===== config.mk =====
export PLATFORM = sky130hd
export DESIGN_NAME = rvfi_check_sequencer
export DESIGN_NICKNAME = d
export VERILOG_FILES = /design/src/rtl/rvfi_harness_pkg.sv /design/src/rtl/rvfi_insn_filter.sv /design/src/rtl/rvfi_check_sequencer.sv
export SDC_FILE = /design/constraint.sdc
export NUM_CORES = 1
export LEC_CHECK = 0
export ABC_AREA = 1
export CORE_UTILIZATION = 50
export DETAILED_ROUTE_END_ITERATION = 8
export GPL_TIMING_DRIVEN = 1
export PLACE_DENSITY = 0.74
export SYNTH_ARGS = -nofsm -noshare
export SYNTH_HDL_FRONTEND = slang
export SYNTH_SLANG_ARGS = --single-unit

===== constraint.sdc =====
create_clock -name clk -period 3.4 [get_ports clk]
set_input_delay 1.02 -clock clk [delete_from_list [all_inputs] [get_ports clk]]
set_output_delay 1.02 -clock clk [all_outputs]
set_load 0.03 [all_outputs]

===== src/rtl/rvfi_harness_pkg.sv =====
// Shared types and constants for the RVFI check sequencer.
// Contents: FSM state type, RV32I opcode constants, order width,
// and an RV32I encoding-legality helper used by the instruction filter.
package rvfi_harness_pkg;

    localparam int unsigned ORDER_W = 64;

    typedef enum logic [1:0] {
        S_RESET = 2'd0,
        S_RUN   = 2'd1,
        S_CHECK = 2'd2,
        S_DONE  = 2'd3
    } state_t;

    localparam logic [6:0] OPC_SYSTEM   = 7'b1110011;
    localparam logic [6:0] OPC_LOAD     = 7'b0000011;
    localparam logic [6:0] OPC_STORE    = 7'b0100011;
    localparam logic [6:0] OPC_LUI      = 7'b0110111;
    localparam logic [6:0] OPC_AUIPC    = 7'b0010111;
    localparam logic [6:0] OPC_JAL      = 7'b1101111;
    localparam logic [6:0] OPC_JALR     = 7'b1100111;
    localparam logic [6:0] OPC_BRANCH   = 7'b1100011;
    localparam logic [6:0] OPC_OP_IMM   = 7'b0010011;
    localparam logic [6:0] OPC_OP       = 7'b0110011;
    localparam logic [6:0] OPC_MISC_MEM = 7'b0001111;

    // True when the word is a defined RV32I base encoding.
    function automatic logic rv32i_legal(input logic [31:0] insn);
        logic [6:0] opc;
        logic [2:0] f3;
        logic [6:0] f7;
        logic       legal;
        opc   = insn[6:0];
        f3    = insn[14:12];
        f7    = insn[31:25];
        legal = 1'b0;
        case (opc)
            OPC_LUI, OPC_AUIPC, OPC_JAL: legal = 1'b1;
            OPC_JALR:     legal = (f3 == 3'b000);
            OPC_BRANCH:   legal = (f3 != 3'b010) && (f3 != 3'b011);
            OPC_LOAD:     legal = f3 inside {3'b000, 3'b001, 3'b010, 3'b100, 3'b101};
            OPC_STORE:    legal = f3 inside {3'b000, 3'b001, 3'b010};
            OPC_OP_IMM: begin
                if (f3 == 3'b001)      legal = (f7 == 7'b0000000);
                else if (f3 == 3'b101) legal = (f7 == 7'b0000000) || (f7 == 7'b0100000);
                else                   legal = 1'b1;
            end
            OPC_OP:       legal = (f7 == 7'b0000000) ||
                                  ((f7 == 7'b0100000) && ((f3 == 3'b000) || (f3 == 3'b101)));
            OPC_MISC_MEM: legal = (f3 == 3'b000);
            OPC_SYSTEM:   legal = (f3 != 3'b100);
            default:      legal = 1'b0;
        endcase
        return legal;
    endfunction

endpackage


===== src/rtl/rvfi_insn_filter.sv =====
// Per-channel instruction filter: passes idle channels, and valid channels
// that retired cleanly with a legal non-memory, non-system RV32I instruction.
// Ports: valid/trap/halt/intr (status), insn (low 32 bits of the word), ok (comb result).
module rvfi_insn_filter
    import rvfi_harness_pkg::*;
(
    input  logic        valid,
    input  logic        trap,
    input  logic        halt,
    input  logic        intr,
    input  logic [31:0] insn,
    output logic        ok
);

    logic [6:0] opcode;
    logic       excluded;

    assign opcode   = insn[6:0];
    assign excluded = (opcode == OPC_SYSTEM) || (opcode == OPC_LOAD) || (opcode == OPC_STORE);
    assign ok       = !valid || (!trap && !halt && !intr && !excluded && rv32i_legal(insn));

endmodule


===== src/rtl/rvfi_check_sequencer.sv =====
// Formal-harness sequencer: holds the core in reset for RESET_CYCLES after
// release, pulses check_enable once at CHECK_CYCLE, counts cycles and
// retirements, and flags out-of-order or non-contiguous RVFI retirement.
// Ports: clk, reset (async, active-high); rvfi_* retire inputs per channel;
// core_reset, check_enable, cycle, retire_cnt, order_err (registered);
// insn_ok (combinational per-channel filter result).
// Optional feature: define RISCV_FORMAL_INSN_FILTER_EN to enable the
// instruction filter; otherwise insn_ok is all-ones.
module rvfi_check_sequencer
    import rvfi_harness_pkg::*;
#(
    parameter int unsigned NRET         = 1,
    parameter int unsigned ILEN         = 32,
    parameter int unsigned RESET_CYCLES = 5,
    parameter int unsigned CHECK_CYCLE  = 20,
    parameter int unsigned CNT_W        = 8
) (
    input  logic                    clk,
    input  logic                    reset,
    input  logic [NRET-1:0]         rvfi_valid,
    input  logic [NRET*ORDER_W-1:0] rvfi_order,
    input  logic [NRET*ILEN-1:0]    rvfi_insn,
    input  logic [NRET-1:0]         rvfi_trap,
    input  logic [NRET-1:0]         rvfi_halt,
    input  logic [NRET-1:0]         rvfi_intr,
    output logic                    core_reset,
    output logic                    check_enable,
    output logic [CNT_W-1:0]        cycle,
    output logic [CNT_W-1:0]        retire_cnt,
    output logic                    order_err,
    output logic [NRET-1:0]         insn_ok
);

    localparam int unsigned PC_W = $clog2(NRET + 1);

    // Parameter sanity checks at elaboration.
    if (CHECK_CYCLE <= RESET_CYCLES) begin : g_bad_check_cycle
        $error("CHECK_CYCLE must be greater than RESET_CYCLES");
    end
    if (((64'd1 << CNT_W) - 64'd1) <= 64'(CHECK_CYCLE)) begin : g_bad_cnt_w
        $error("CNT_W too narrow: 2**CNT_W-1 must exceed CHECK_CYCLE");
    end

    state_t               state;
    state_t               state_d;
    logic                 core_reset_d;
    logic                 check_enable_d;
    logic [ORDER_W-1:0]   next_order;
    logic [PC_W-1:0]      pop;
    logic                 gap;
    logic                 mismatch;
    logic [CNT_W:0]       ret_sum;

    // Saturating free-running cycle counter.
    always_ff @(posedge clk or posedge reset) begin
        if (reset) begin
            cycle <= '0;
        end else if (cycle != '1) begin
            cycle <= cycle + CNT_W'(1);
        end
    end

    // FSM state and registered outputs.
    always_ff @(posedge clk or posedge reset) begin
        if (reset) begin
            state        <= S_RESET;
            core_reset   <= 1'b1;
            check_enable <= 1'b0;
        end else begin
            state        <= state_d;
            core_reset   <= core_reset_d;
            check_enable <= check_enable_d;
        end
    end

    // Next state; outputs are decoded from the next state so they line up
    // with the cycle value the state is entered on.
    always_comb begin
        state_d = state;
        case (state)
            S_RESET: if (cycle == CNT_W'(RESET_CYCLES - 1)) state_d = S_RUN;
            S_RUN:   if (cycle == CNT_W'(CHECK_CYCLE - 1))  state_d = S_CHECK;
            S_CHECK: state_d = S_DONE;
            S_DONE:  state_d = S_DONE;
            default: state_d = S_RESET;
        endcase
        core_reset_d   = (state_d == S_RESET);
        check_enable_d = (state_d == S_CHECK);
    end

    // Retirement checks for the current cycle.
    always_comb begin
        pop      = '0;
        gap      = 1'b0;
        mismatch = 1'b0;
        for (int unsigned i = 0; i < NRET; i++) begin
            pop = pop + PC_W'(rvfi_valid[i]);
            if (rvfi_valid[i] &&
                (rvfi_order[i*ORDER_W +: ORDER_W] != next_order + ORDER_W'(i))) begin
                mismatch = 1'b1;
            end
        end
        // Any 0->1 step going up the channels means a hole below a valid slot.
        for (int unsigned i = 1; i < NRET; i++) begin
            if (rvfi_valid[i] && !rvfi_valid[i-1]) begin
                gap = 1'b1;
            end
        end
        ret_sum = {1'b0, retire_cnt} + (CNT_W + 1)'(pop);
    end

    // Order tracker; RVFI is ignored while the core is held in reset.
    always_ff @(posedge clk or posedge reset) begin
        if (reset) begin
            next_order <= '0;
            retire_cnt <= '0;
            order_err  <= 1'b0;
        end else if (!core_reset) begin
            next_order <= next_order + ORDER_W'(pop);
            retire_cnt <= ret_sum[CNT_W] ? '1 : ret_sum[CNT_W-1:0];
            if (gap || mismatch) begin
                order_err <= 1'b1;
            end
        end
    end

`ifdef RISCV_FORMAL_INSN_FILTER_EN
    for (genvar g = 0; g < NRET; g++) begin : g_filter
        rvfi_insn_filter u_filter (
            .valid (rvfi_valid[g]),
            .trap  (rvfi_trap[g]),
            .halt  (rvfi_halt[g]),
            .intr  (rvfi_intr[g]),
            .insn  (rvfi_insn[g*ILEN +: 32]),
            .ok    (insn_ok[g])
        );
    end
`else
    // Filter absent: status and instruction inputs are intentionally unused.
    logic unused_filter_inputs;
    assign unused_filter_inputs = ^{rvfi_insn, rvfi_trap, rvfi_halt, rvfi_intr};
    assign insn_ok = '1;
`endif

endmodule

==> results of run 1 <==
-- per-layer routing --
metal	global-route usage, %	up-vias	part of all wire [%]
met4	9.60	0	2.1
met2	38.8	101	45
li1	-	2799	-
met3	4.17	21	4.0
met1	31.7	2370	49
met5	0	-	0
-- power by group --
part	internal, W	switching [W]	total [W]
clock network	0.000647	0.000434	0.00108
logic	0.000278	0.000366	0.000644
registers	0.00110	0.000110	0.00121
total	0.00203	0.000910	0.00294
-- critical path: stages --
cell             delay, ns
clkdlybuf4s50_1       0.51
ha_1                  0.22
ha_1                  0.16
inv_1                 0.05
nor2_2                0.12
nand2_2               0.13
nor2_8                0.18
nand3_4               0.12
nor2_4                0.17
nand2_4               0.10
nor2_8                0.16
nand2_1               0.07
nand2_1               0.06
nand2_1               0.05
-- cell families after synthesis --
| logic type | Yosys count |
|---|---|
| AOI/OAI and AO/OA | 15 |
| xor gates and xnor gates | 62 |
| and+or+nand+nor | 537 |
| buffers and inverters | 167 |
| other | 1 |
| adders and majority gates | 6 |
| DFF | 85 |
-- flip-flops by register name (all words and copies together), names as in the netlist --
| signal | cells |
|---|---|
| cycle | 8 |
| retire_cnt | 8 |
| state | 2 |
| check_enable | 1 |
| core_reset | 1 |
| next_order | 64 |
| order_err | 1 |
-- stage by stage --
stage / hold WS, ns / instances / util (%) / power (W)
detailed placement: 0.444 / 1099 / 60.3 / 0.00187
floorplan: 0.416 / 873 / - / 0.00163
CTS: 0.460 / 1115 / 63.1 / 0.00296
global placement: 0.450 / 1099 / 60.3 / 0.00186
global route: 0.493 / 1115 / 63.1 / 0.00309
finish: 0.463 / 1115 / 63.1 / 0.00294
-- cell usage after synthesis --
master    number
a21oi_1        3
and2_1         1
and2_4         1
buf_2          1
buf_4          1
clkbuf_1       3
conb_1         1
dfrtp_1       84
dfstp_2        1
ha_1           6
inv_1        158
inv_2          4
nand2_1      314
nand2_2        7
nand2_4        3
nand3_1       30
nand3_4        2
nand3b_1       5
nand3b_2       2
nand4_1       18
nand4_4        1
nor2_1       111
nor2_2         3
nor2_4         9
nor2_8         3
nor3_1        18
nor3_4         2
nor3b_1        2
nor3b_2        1
nor4_1         2
o21ai_0       11
o21ai_1        1
or2_2          2
xnor2_1        2
xor2_1        59
xor2_2         1
-- final timing paths --
| path | from | to | slack [ns] | cells after the start |
|---|---|---|---|---|
| min in group asynchronous | reset | cycle[1] | 1.07 | 2 |
| max | rvfi_valid | next_order[54] | 0.52 | 14 |
| min reg2reg | state[1] | core_reset | 0.46 | 1 |
| min | state[1] | core_reset | 0.46 | 1 |
| max reg2reg | next_order[0] | next_order[54] | 1.34 | 13 |
| max in group asynchronous | reset | next_order[12] | 1.61 | 3 |
-- final cells by class --
type | count | share of cell area, %
repair buffers | 88 | 12.1
clock inverters | 7 | 1.37
well taps | 143 | 2.47
multi-input cells | 621 | 43.2
flip-flops and latches | 85 | 29.4
clock buffers | 9 | 3.11
inverters | 162 | 8.42
==> impl_metrics.csv, run 1 <==
group,metric,value,unit
logic_synthesis,postSynthAreaPerCell,6.74,um^2
clocking,htreeDepth,3,
drt,wl_per_cell,12.2,um
logic_synthesis,synthCells,873,
clocking,cts-root-buf,"clkbuf_16",
sta,finalSetupTns,0,ns
place,io_buffers,85,
status,outcome,"completed",
cells_and_area,post-route-cell-area,7240,um^2
logic_synthesis,synth_top_area_cell,"dfrtp_1",
clocking,clkTransAtPathRegs,0.06,ns
floorplanning,initial_core_util,51.3,%
place,place.gp.congestion,0.880,
cells_and_area,drive_above_1_share,6.38,%
logic_synthesis,yosysWarningCount,0,
critical_path,cp-end-kind,"flop",
logic_synthesis,synth_top_area_share,35.7,%
place,placed_cell_area,6920,um^2
clocking,cts_setup_buffers,0,
drt,drc_errors,0,
sta,finClkSkew,0.00599,ns
sta,max_freq,0.347,GHz
sta,slew-limit-headroom,56.0,%
cells_and_area,nFillCells,1060,
drt,drt-pass1-iter-count,4,
clocking,post_cts_resized,0,
cells_and_area,fin_nets,1075,
place,pre_cts_slack,0.138,ns
grt,antenna_found_initial,0,
critical_path,crit_fanout,5,
sta,post-route-period-util,84.8,%
drt,vias,5291,
flow_run,max_cap_violations,0,
power,power_density,406,nW/um^2
place,hpwl,10500,um
clocking,insertion_delay,0.35,ns
cells_and_area,n_antenna_cell,0,
floorplanning,core,11500,um^2
cells_and_area,regArea,2130,um^2
clocking,cts.path.max_buffers,2,
worst_hold_path,hold_path_class,"flop to flop",
logic_synthesis,yosys.area_share.simple,41.1,%
sta,finalSetupViolCount,0,
logic_synthesis,synth_top_family_by_area,"simple AND/OR/NAND/NOR gates",
grt,grt_pass1_vias,5081,
floorplanning,die_w,111,um
floorplanning,die_h,111,um
logic_synthesis,synth-compound-area-share,1.28,%
clocking,cts_made_buffers,9,
critical_path,worstPathArrival,3.12,ns
sta,hold_viol,0,
power,p_leak,3.94,nW
power,peakVddDrop,556,uV
cells_and_area,layout_common_cells,"314 x nand2_1, 157 x inv_1, 111 x nor2_1",
logic_synthesis,netlist_area,5890,um^2
logic_synthesis,yosysSeqAreaShare,36.2,%
logic_synthesis,synthTopCellsByArea,"dfrtp_1 36%, nand2_1 20%, inv_1 10%",
logic_synthesis,synth_xor_area_share,9.35,%
grt,grt_pass1_wl,23400,um
logic_synthesis,mappedNetlistNets,981,
grt,gr-total-overflow,0,
critical_path,worstSetupStartpointType,"input pin",
clocking,clkSinkCount,85,
sta,rsz0062_at_grt,"false",
logic_synthesis,synth_fa_ha_area_share,1.28,%
sta,fin_crit,2.88,ns
logic_synthesis,synth_cell_type_count,36,
grt,gr-usage-all-layers,23.9,%
sta,setup_ws,0.518,ns
critical_path,path_class,"input pin to flop",
drt,drt_iter0_drc,357,
clocking,postCtsHoldBufs,0,
logic_synthesis,synth-seq-cells,85,
drt,drt_wl_total,13600,um
sta,tightestPinTransition,0.660,ns
grt,grt_max_degree,38,
drt,viasPerCell,4.75,
sta,maxSlewViolCount,0,
floorplanning,ioPinCount,122,
cells_and_area,multiInputGateArea,3130,um^2
floorplanning,num_rows,39,
critical_path,required,3.64,ns
cells_and_area,synthToLayoutAreaGrowth,23.0,%
cells_and_area,mostFrequentLayoutCell,"nand2_1",
drt,ant_nets,0,
logic_synthesis,synthMuxAreaShare,0,%
floorplanning,die-area,12200,um^2
clocking,cts_tree,"built",
Power figures use the tool's default switching activity.
==> inputs of run 2 (changes only) <==
- clock period: 3.4 -> 3 ns (I/O delays scaled with it)
==> run 2 against run 1 <==
Compared with the run above:
- sequential cell count unchanged
- via count increased by 0.23%
- sequential share of layout area decreased by 0.29 points
- final cell count increased by 0.54%
- global-route usage decreased by 0.42 points
- combinational power increased by 15%
- non-clock buffer count increased by 6
- critical endpoint is now next_order[56]
- largest cell class unchanged
==> impl_metrics.csv, run 2 (synthesis gave the netlist of run 1 again) <==
group,metric,value,unit
clocking,cts_tree,"built",
clocking,postCtsHoldBufs,0,
cells_and_area,drive_above_1_share,6.95,%
critical_path,cp-startpoint,"rvfi_valid",
power,power_frac_seq,41.0,%
cells_and_area,layout_top_registers,"next_order: 64 flops, cycle: 8 flops, retire_cnt: 8 flops",
drt,drc_errors,0,
grt,gr-total-overflow,0,
drt,vias,5303,
power,power_density,460,nW/um^2
grt,grt_pass1_wl,23100,um
worst_hold_path,hold_path.startpoint,"order_err",
drt,ant_nets,0,
grt,grt_max_degree,38,
place,pre_cts_slack,-0.0102,ns
cells_and_area,largest_reg_flops,64,
grt,antenna_found_initial,0,
sta,hold_viol,0,
critical_path,crit_fanout,4,
place,place.gp.congestion,0.882,
sta,finClkSkew,0.00560,ns
sta,fin_crit,2.67,ns
power,switching_share,30.0,%
clocking,cts.path.max_buffers,2,
place,hpwl,10500,um
clocking,insertion_delay,0.34,ns
clocking,cts-root-buf,"clkbuf_16",
floorplanning,die_h,111,um
clocking,cts_made_buffers,9,
clocking,htreeDepth,3,
critical_path,reg2reg_from,"next_order[0]",
floorplanning,die-area,12200,um^2
floorplanning,ioPinCount,122,
sta,finalSetupTns,0,ns
sta,slew-limit-headroom,64.2,%
drt,drt_wl_total,13500,um
critical_path,cp-end-kind,"flop",
drt,viasPerCell,4.73,
critical_path,required,3.24,ns
power,pwr-share-clk,36.9,%
sta,max_freq,0.374,GHz
cells_and_area,synthToLayoutAreaGrowth,24.2,%
clocking,clkSinkCount,85,
power,p_int,0.00235,W
critical_path,worstPathArrival,2.91,ns
clocking,cts_setup_buffers,0,
cells_and_area,layout_common_cells,"314 x nand2_1, 157 x inv_1, 111 x nor2_1",
power,p_leak,3.97,nW
sta,tightestPinTransition,0.533,ns
sta,rsz0062_at_grt,"false",
power,p_total,0.00336,W
cells_and_area,top_register,"next_order",
place,placed_cell_area,6980,um^2
drt,wl_per_cell,12.1,um
cells_and_area,post-route-cell-area,7310,um^2
flow_run,max_cap_violations,0,
floorplanning,die_w,111,um
drt,drt-pass1-iter-count,4,
sta,finalSetupViolCount,0,
power,peakVddDrop,556,uV
floorplanning,core,11500,um^2
sta,setup_ws,0.326,ns
power,p_comb_share,22.1,%
sta,maxSlewViolCount,0,
place,io_buffers,85,
clocking,post_cts_resized,0,
critical_path,worstSetupStartpointType,"input pin",
critical_path,path_class,"input pin to flop",
floorplanning,initial_core_util,51.3,%
drt,drt_iter0_drc,395,
power,p_sw,0.00101,W
worst_hold_path,hold_path_class,"flop to flop",
cells_and_area,fin_nets,1081,
cells_and_area,mostFrequentLayoutCell,"nand2_1",
cells_and_area,n_antenna_cell,0,
floorplanning,num_rows,39,
clocking,clkTransAtPathRegs,0.06,ns
cells_and_area,nFillCells,1053,
status,outcome,"completed",
grt,gr-usage-all-layers,23.5,%
cells_and_area,final_util,63.8,%
grt,grt_pass1_vias,5060,
sta,post-route-period-util,89.1,%
-- run 2: area by class of cell --
class	count	area [um^2]	share of cell area, %
multi-input combinational	621	3130	42.8
sequential	85	2130	29.1
timing repair buffer	94	931	12.7
inverter	162	612	8.37
clock buffer	11	253	3.46
tap	143	179	2.45
clock inverter	5	82.6	1.13
-- run 2: per-stage QoR --
stage,hold WS (ns),instances
6_report,0.492,1121
5_1_grt,0.545,1121
4_1_cts,0.499,1121
3_5_place_dp,0.482,1105
3_3_place_gp,0.478,1105
2_1_floorplan,0.416,873
-- run 2: worst max-delay path: stages --
cell	delay [ns]
clkdlybuf4s50_1	0.48
ha_1	0.18
ha_1	0.14
inv_1	0.05
nor2_2	0.10
nand2_2	0.11
nor2_8	0.18
nand2_4	0.10
nor3_4	0.21
nand2_2	0.16
inv_1	0.12
nand2_1	0.07
nand2_1	0.06
nand2_1	0.05
-- run 2: routing by layer --
layer	track usage [%]	share of wire (%)	vias to the layer above
met3	4.17	5.0	19
met2	38.0	46	114
met1	31.3	47	2359
li1	-	-	2811
met5	0	0	-
met4	9.16	1.7	0
-- run 2: worst paths after layout --
check                           slack [ns]  cells after the start              to
worst max-delay path                  0.33                     14  next_order[56]
worst min-delay path                  0.49                      2       order_err
worst max register to register        0.99                     13  next_order[56]
worst min register to register        0.49                      2       order_err
max in group asynchronous             1.51                      3      core_reset
min in group asynchronous             0.91                      2        cycle[1]
-- run 2: power groups by stage --
stage / combinational [W] / clock, W / sequential (W)
floorplan: 0.000386 / 0 / 0.00146
finish: 0.000742 / 0.00124 / 0.00138
global placement: 0.000728 / 0 / 0.00140
detailed placement: 0.000741 / 0 / 0.00140
global route: 0.000840 / 0.00131 / 0.00140
CTS: 0.000752 / 0.00126 / 0.00138
==> edit 1, RTL diff (config.mk and constraints of run 2) <==
Put one more register stage on the output `retire_cnt`, with the module's reset. The value now appears one clock later. The other outputs are not delayed to match. Comments in the files are not updated.
--- a/src/rtl/rvfi_check_sequencer.sv
+++ b/src/rtl/rvfi_check_sequencer.sv
@@ -32,6 +32,8 @@
 );
 
     localparam int unsigned PC_W = $clog2(NRET + 1);
+
+    logic [CNT_W-1:0] retire_cnt_s0;
 
     // Parameter sanity checks at elaboration.
     if (CHECK_CYCLE <= RESET_CYCLES) begin : g_bad_check_cycle
@@ -106,18 +108,18 @@
                 gap = 1'b1;
             end
         end
-        ret_sum = {1'b0, retire_cnt} + (CNT_W + 1)'(pop);
+        ret_sum = {1'b0, retire_cnt_s0} + (CNT_W + 1)'(pop);
     end
 
     // Order tracker; RVFI is ignored while the core is held in reset.
     always_ff @(posedge clk or posedge reset) begin
         if (reset) begin
             next_order <= '0;
-            retire_cnt <= '0;
+            retire_cnt_s0 <= '0;
             order_err  <= 1'b0;
         end else if (!core_reset) begin
             next_order <= next_order + ORDER_W'(pop);
-            retire_cnt <= ret_sum[CNT_W] ? '1 : ret_sum[CNT_W-1:0];
+            retire_cnt_s0 <= ret_sum[CNT_W] ? '1 : ret_sum[CNT_W-1:0];
             if (gap || mismatch) begin
                 order_err <= 1'b1;
             end
@@ -142,4 +144,12 @@
     assign insn_ok = '1;
 `endif
 
+    always_ff @(posedge clk or posedge reset) begin
+        if (reset) begin
+            retire_cnt <= '0;
+        end else begin
+            retire_cnt <= retire_cnt_s0;
+        end
+    end
+
 endmodule
Behaviour: not the same (a bounded check fails within 10 cycles, from zero or initial values and one cycle with reset high).
==> edit 1 against run 2 <==
  * Critical endpoint is now core_reset
  * Largest power group unchanged
  * Global-route usage increased by 0.34 points
  * Total power shrank 1.4%
  * Critical path type is now reg2out
  * Final area is 1.6% higher
  * Sequential cell count rose by 8
  * Combinational power decreased by 10%
  * Area after synthesis is 2.3% higher
  * Wire length up 1.6%
  * Clock power fell by 9%
  * Worst setup slack better by 0.057 ns
  * The run now ends with design-rule violations left
  * Count of clock-buffer cells in the layout decreased by 1
==> edit 1: results <==
[setup_path]
cp-startpoint = core_reset
r2r_cells = 11
crit_family = buffers and inverters
cp.arrival_ns = 1.72
path_max_fanout = 8
worstSetupEndpoint = core_reset
reg2reg_slack_ns = 1.04

[routing]
first_iter_violations = 288
wl_per_cell_um = 12.1
drc = 7
viasPerCell = 4.78
dr.max_layer_used = met4
wl_met2_mm = 6.56
firstDrtPassIters = 7

[hold_path]
hp-class = reg2reg

[power_and_ir_drop]
seqPwrFrac = 0.457
cellLeakagePower_nw = 3.96
p_comb_w = 0.000666
p_switching_w = 0.000973

[placed_design]
dp.cells = 1116

[cells_and_area]
largest_reg_flops = 64
drive_gt1_frac = 0.0698

[sta]
tightest_slew_ns = 0.514
clock_skew_ns = 0.00685

[global_route]
grt_use_total = 0.238
grt_pass1_vias = 5099
grt_max_degree = 94
grt_pass1_wl_mm = 23.6

[logic_synthesis]
ys_types = 34
syn_nets = 988
yosysSeqAreaShare = 0.387
synth.area.top_cells = dfrtp_1, nand2_1, inv_1

[outcome]
status = complete, but fails checks
violations = design-rule violations
edit 1: worst min path at each step:
stage                           from  depth (start not counted)             to  slack (ns)
finish              retire_cnt_s0[0]                          0  retire_cnt[0]        0.41
global route        retire_cnt_s0[0]                          0  retire_cnt[0]        0.43
CTS                 retire_cnt_s0[6]                          0  retire_cnt[6]        0.41
detailed placement  retire_cnt_s0[6]                          0  retire_cnt[6]        0.40
global placement    retire_cnt_s0[6]                          0  retire_cnt[6]        0.39
floorplan           retire_cnt_s0[5]                          0  retire_cnt[5]        0.37
edit 1: cells by family after synthesis:
logic type	synth area share
buffers and inverters	0.100
DFF	0.387
and+or+nand+nor	0.392
other	0.000622
adders and majority gates	0.0125
xor gates and xnor gates	0.0930
AOI/OAI and AO/OA	0.0150
edit 1: worst reg2reg max path, delay by kind of cell, from the launching register on:
kind | cells | cell delay (ns)
flops | 1 | 0.41
compound gates | 1 | 0.16
simple gates | 7 | 0.88
fa+ha+maj | 2 | 0.35
buf+inv | 1 | 0.06
edit 1: metrics by stage:
step            util  area [sq um]  setup slack [ns]
6_report       0.642          7430             0.383
5_1_grt        0.642          7430             0.254
4_1_cts        0.642          7430             0.358
3_5_place_dp   0.617          7130            0.0570
3_3_place_gp   0.617          7130            0.0938
2_1_floorplan      -          6030             0.698
edit 1: metal layers:
metal	track usage	vias up
li1	-	2837
met1	0.317	2446
met2	0.402	105
met3	0.0256	18
met4	0.0856	0
met5	0	-
edit 1: cell type report:
type	count	area, sq um
Tap cell	143	179
Multi-Input combinational cell	628	3090
Inverter	157	596
Sequential cell	93	2330
Fill cell	1044	4140
Clock buffer	10	229
Clock inverter	6	65.1
Timing Repair Buffer	95	938
==> edit 2, RTL diff (settings of run 2) <==
Without the edit above. Change the package constant `ORDER_W` from 64 to 32.
--- a/src/rtl/rvfi_harness_pkg.sv
+++ b/src/rtl/rvfi_harness_pkg.sv
@@ -3,7 +3,7 @@
 // and an RV32I encoding-legality helper used by the instruction filter.
 package rvfi_harness_pkg;
 
-    localparam int unsigned ORDER_W = 64;
+    localparam int unsigned ORDER_W = 32;
 
     typedef enum logic [1:0] {
         S_RESET = 2'd0,
Interface: changed (resized rvfi_order); port bits go from 122 to 90. No check against the original RTL was run, so the function may have changed too.
==> edit 2 against run 2 <==
  * Total power fell by 42%
  * Combinational power fell by 19%
  * Core utilization fell by 0.80 points
  * Sequential power fell by 31%
  * Synthesized cell count fell by 53%
  * Cell count fell by 51%
  * Count of clock-buffer cells in the layout fell by 5
  * Wire length fell by 52%
  * Sequential cell count fell by 32
  * Area after synthesis fell by 44%
  * Worst setup slack improved by 0.067 ns
  * Non-clock buffer count fell by 39
  * Final area fell by 46%
  * Largest power group unchanged
==> edit 2: results <==
[routing]
wirelength_mm = 6.52
viasPerCell = 4.90
first_iter_violations = 117

[placed_design]
dp_hpwl_mm = 5.09
io_buffer_count = 53
dp.cells = 539
place_area_sq_mm = 0.00389

[outcome]
status = finished clean

[clock_tree]
cts-htree-levels = 2
ctsRootBufferMaster = clkbuf_8
worstSkewPairLatency_ns = 0.30

[power_and_ir_drop]
p_sw_frac = 0.355
cellLeakagePower_nw = 1.94
ir_worst_vdd_v = 0.000433

[global_route]
grt_use_total = 0.207
grt_pass1_vias = 2594

[logic_synthesis]
synth.area.top_cells = dfrtp_1, nand2_1, xnor2_1
netlist_top_cells_count = nand2_1, inv_1, dfrtp_1
yosysSeqAreaShare = 0.406

[sta]
clock_skew_ns = 0.00384

[setup_path]
r2r_cells = 9
reg2reg_to = next_order[24]
cp.arrival_ns = 1.71
crit_family = buffers and inverters
path_max_fanout = 11

[cells_and_area]
finalNetCount = 545
reg_top3 = next_order (32), cycle (8), retire_cnt (8)
[edit 2: changes by cell type after synthesis, moves of 14 or more]
cell	delta
xnor2_1	+28
nor2_1	-75
inv_1	-101
xor2_1	-35
nand2_1	-194
dfrtp_1	-32
nand3_1	-14
[edit 2: worst max path at each step]
stage	start	endpoint	slack [ns]	depth (start not counted)
after floorplan	rvfi_valid	next_order[22]	0.79	9
after global placement	rvfi_valid	next_order[24]	0.1	10
after detailed placement	rvfi_valid	next_order[24]	0.07	10
after CTS	core_reset	core_reset	0.37	1
after global routing	rvfi_valid	next_order[24]	0.29	10
final	core_reset	core_reset	0.39	1
[edit 2: power groups by stage]
stage                     logic (W)  registers, W  clock network (W)
after floorplan            0.000310       0.00103                  0
after global placement     0.000589      0.000955                  0
after global routing       0.000669      0.000970           0.000432
after CTS                  0.000612      0.000948           0.000398
after detailed placement   0.000610      0.000963                  0
final                      0.000603      0.000948           0.000388
[edit 2: layout make-up]
cell class              count  share of cell area
well taps                  77              0.0242
repair buffers             55               0.140
multi-input cells         294               0.423
flip-flops and latches     53               0.334
clock buffers               6              0.0183
inverters                  60              0.0573
clock inverters             2             0.00252
[edit 2: logic make-up after synthesis]
kind of cell	Yosys count	share of synthesized area
XOR/XNOR	54	0.145
AO/OA/AOI/OAI	13	0.0226
flip-flops	53	0.406
buffers and inverters	64	0.0789
other	1	0.00115
adder cells (fa/ha/maj)	6	0.0230
AND/OR/NAND/NOR	220	0.324
[edit 2: through the flow]
| stage | hold WS (ns) | setup WS (ns) | utilization |
|---|---|---|---|
| detailed placement | 0.451 | 0.0712 | 0.617 |
| global route | 0.519 | 0.288 | 0.630 |
| floorplan | 0.455 | 0.788 | - |
| global placement | 0.446 | 0.0970 | 0.617 |
| CTS | 0.473 | 0.372 | 0.630 |
| finish | 0.467 | 0.393 | 0.630 |
[edit 2: metal layers]
| layer | up-vias | global-route usage | share of wire | routed length, um |
|---|---|---|---|---|
| met5 | - | 0 | 0 | 0 |
| met4 | 0 | 0.0611 | 0.0097 | 63 |
| met3 | 5 | 0.0398 | 0.036 | 234 |
| met2 | 51 | 0.341 | 0.48 | 3130 |
| met1 | 1246 | 0.276 | 0.47 | 3100 |
| li1 | 1376 | - | - | - |
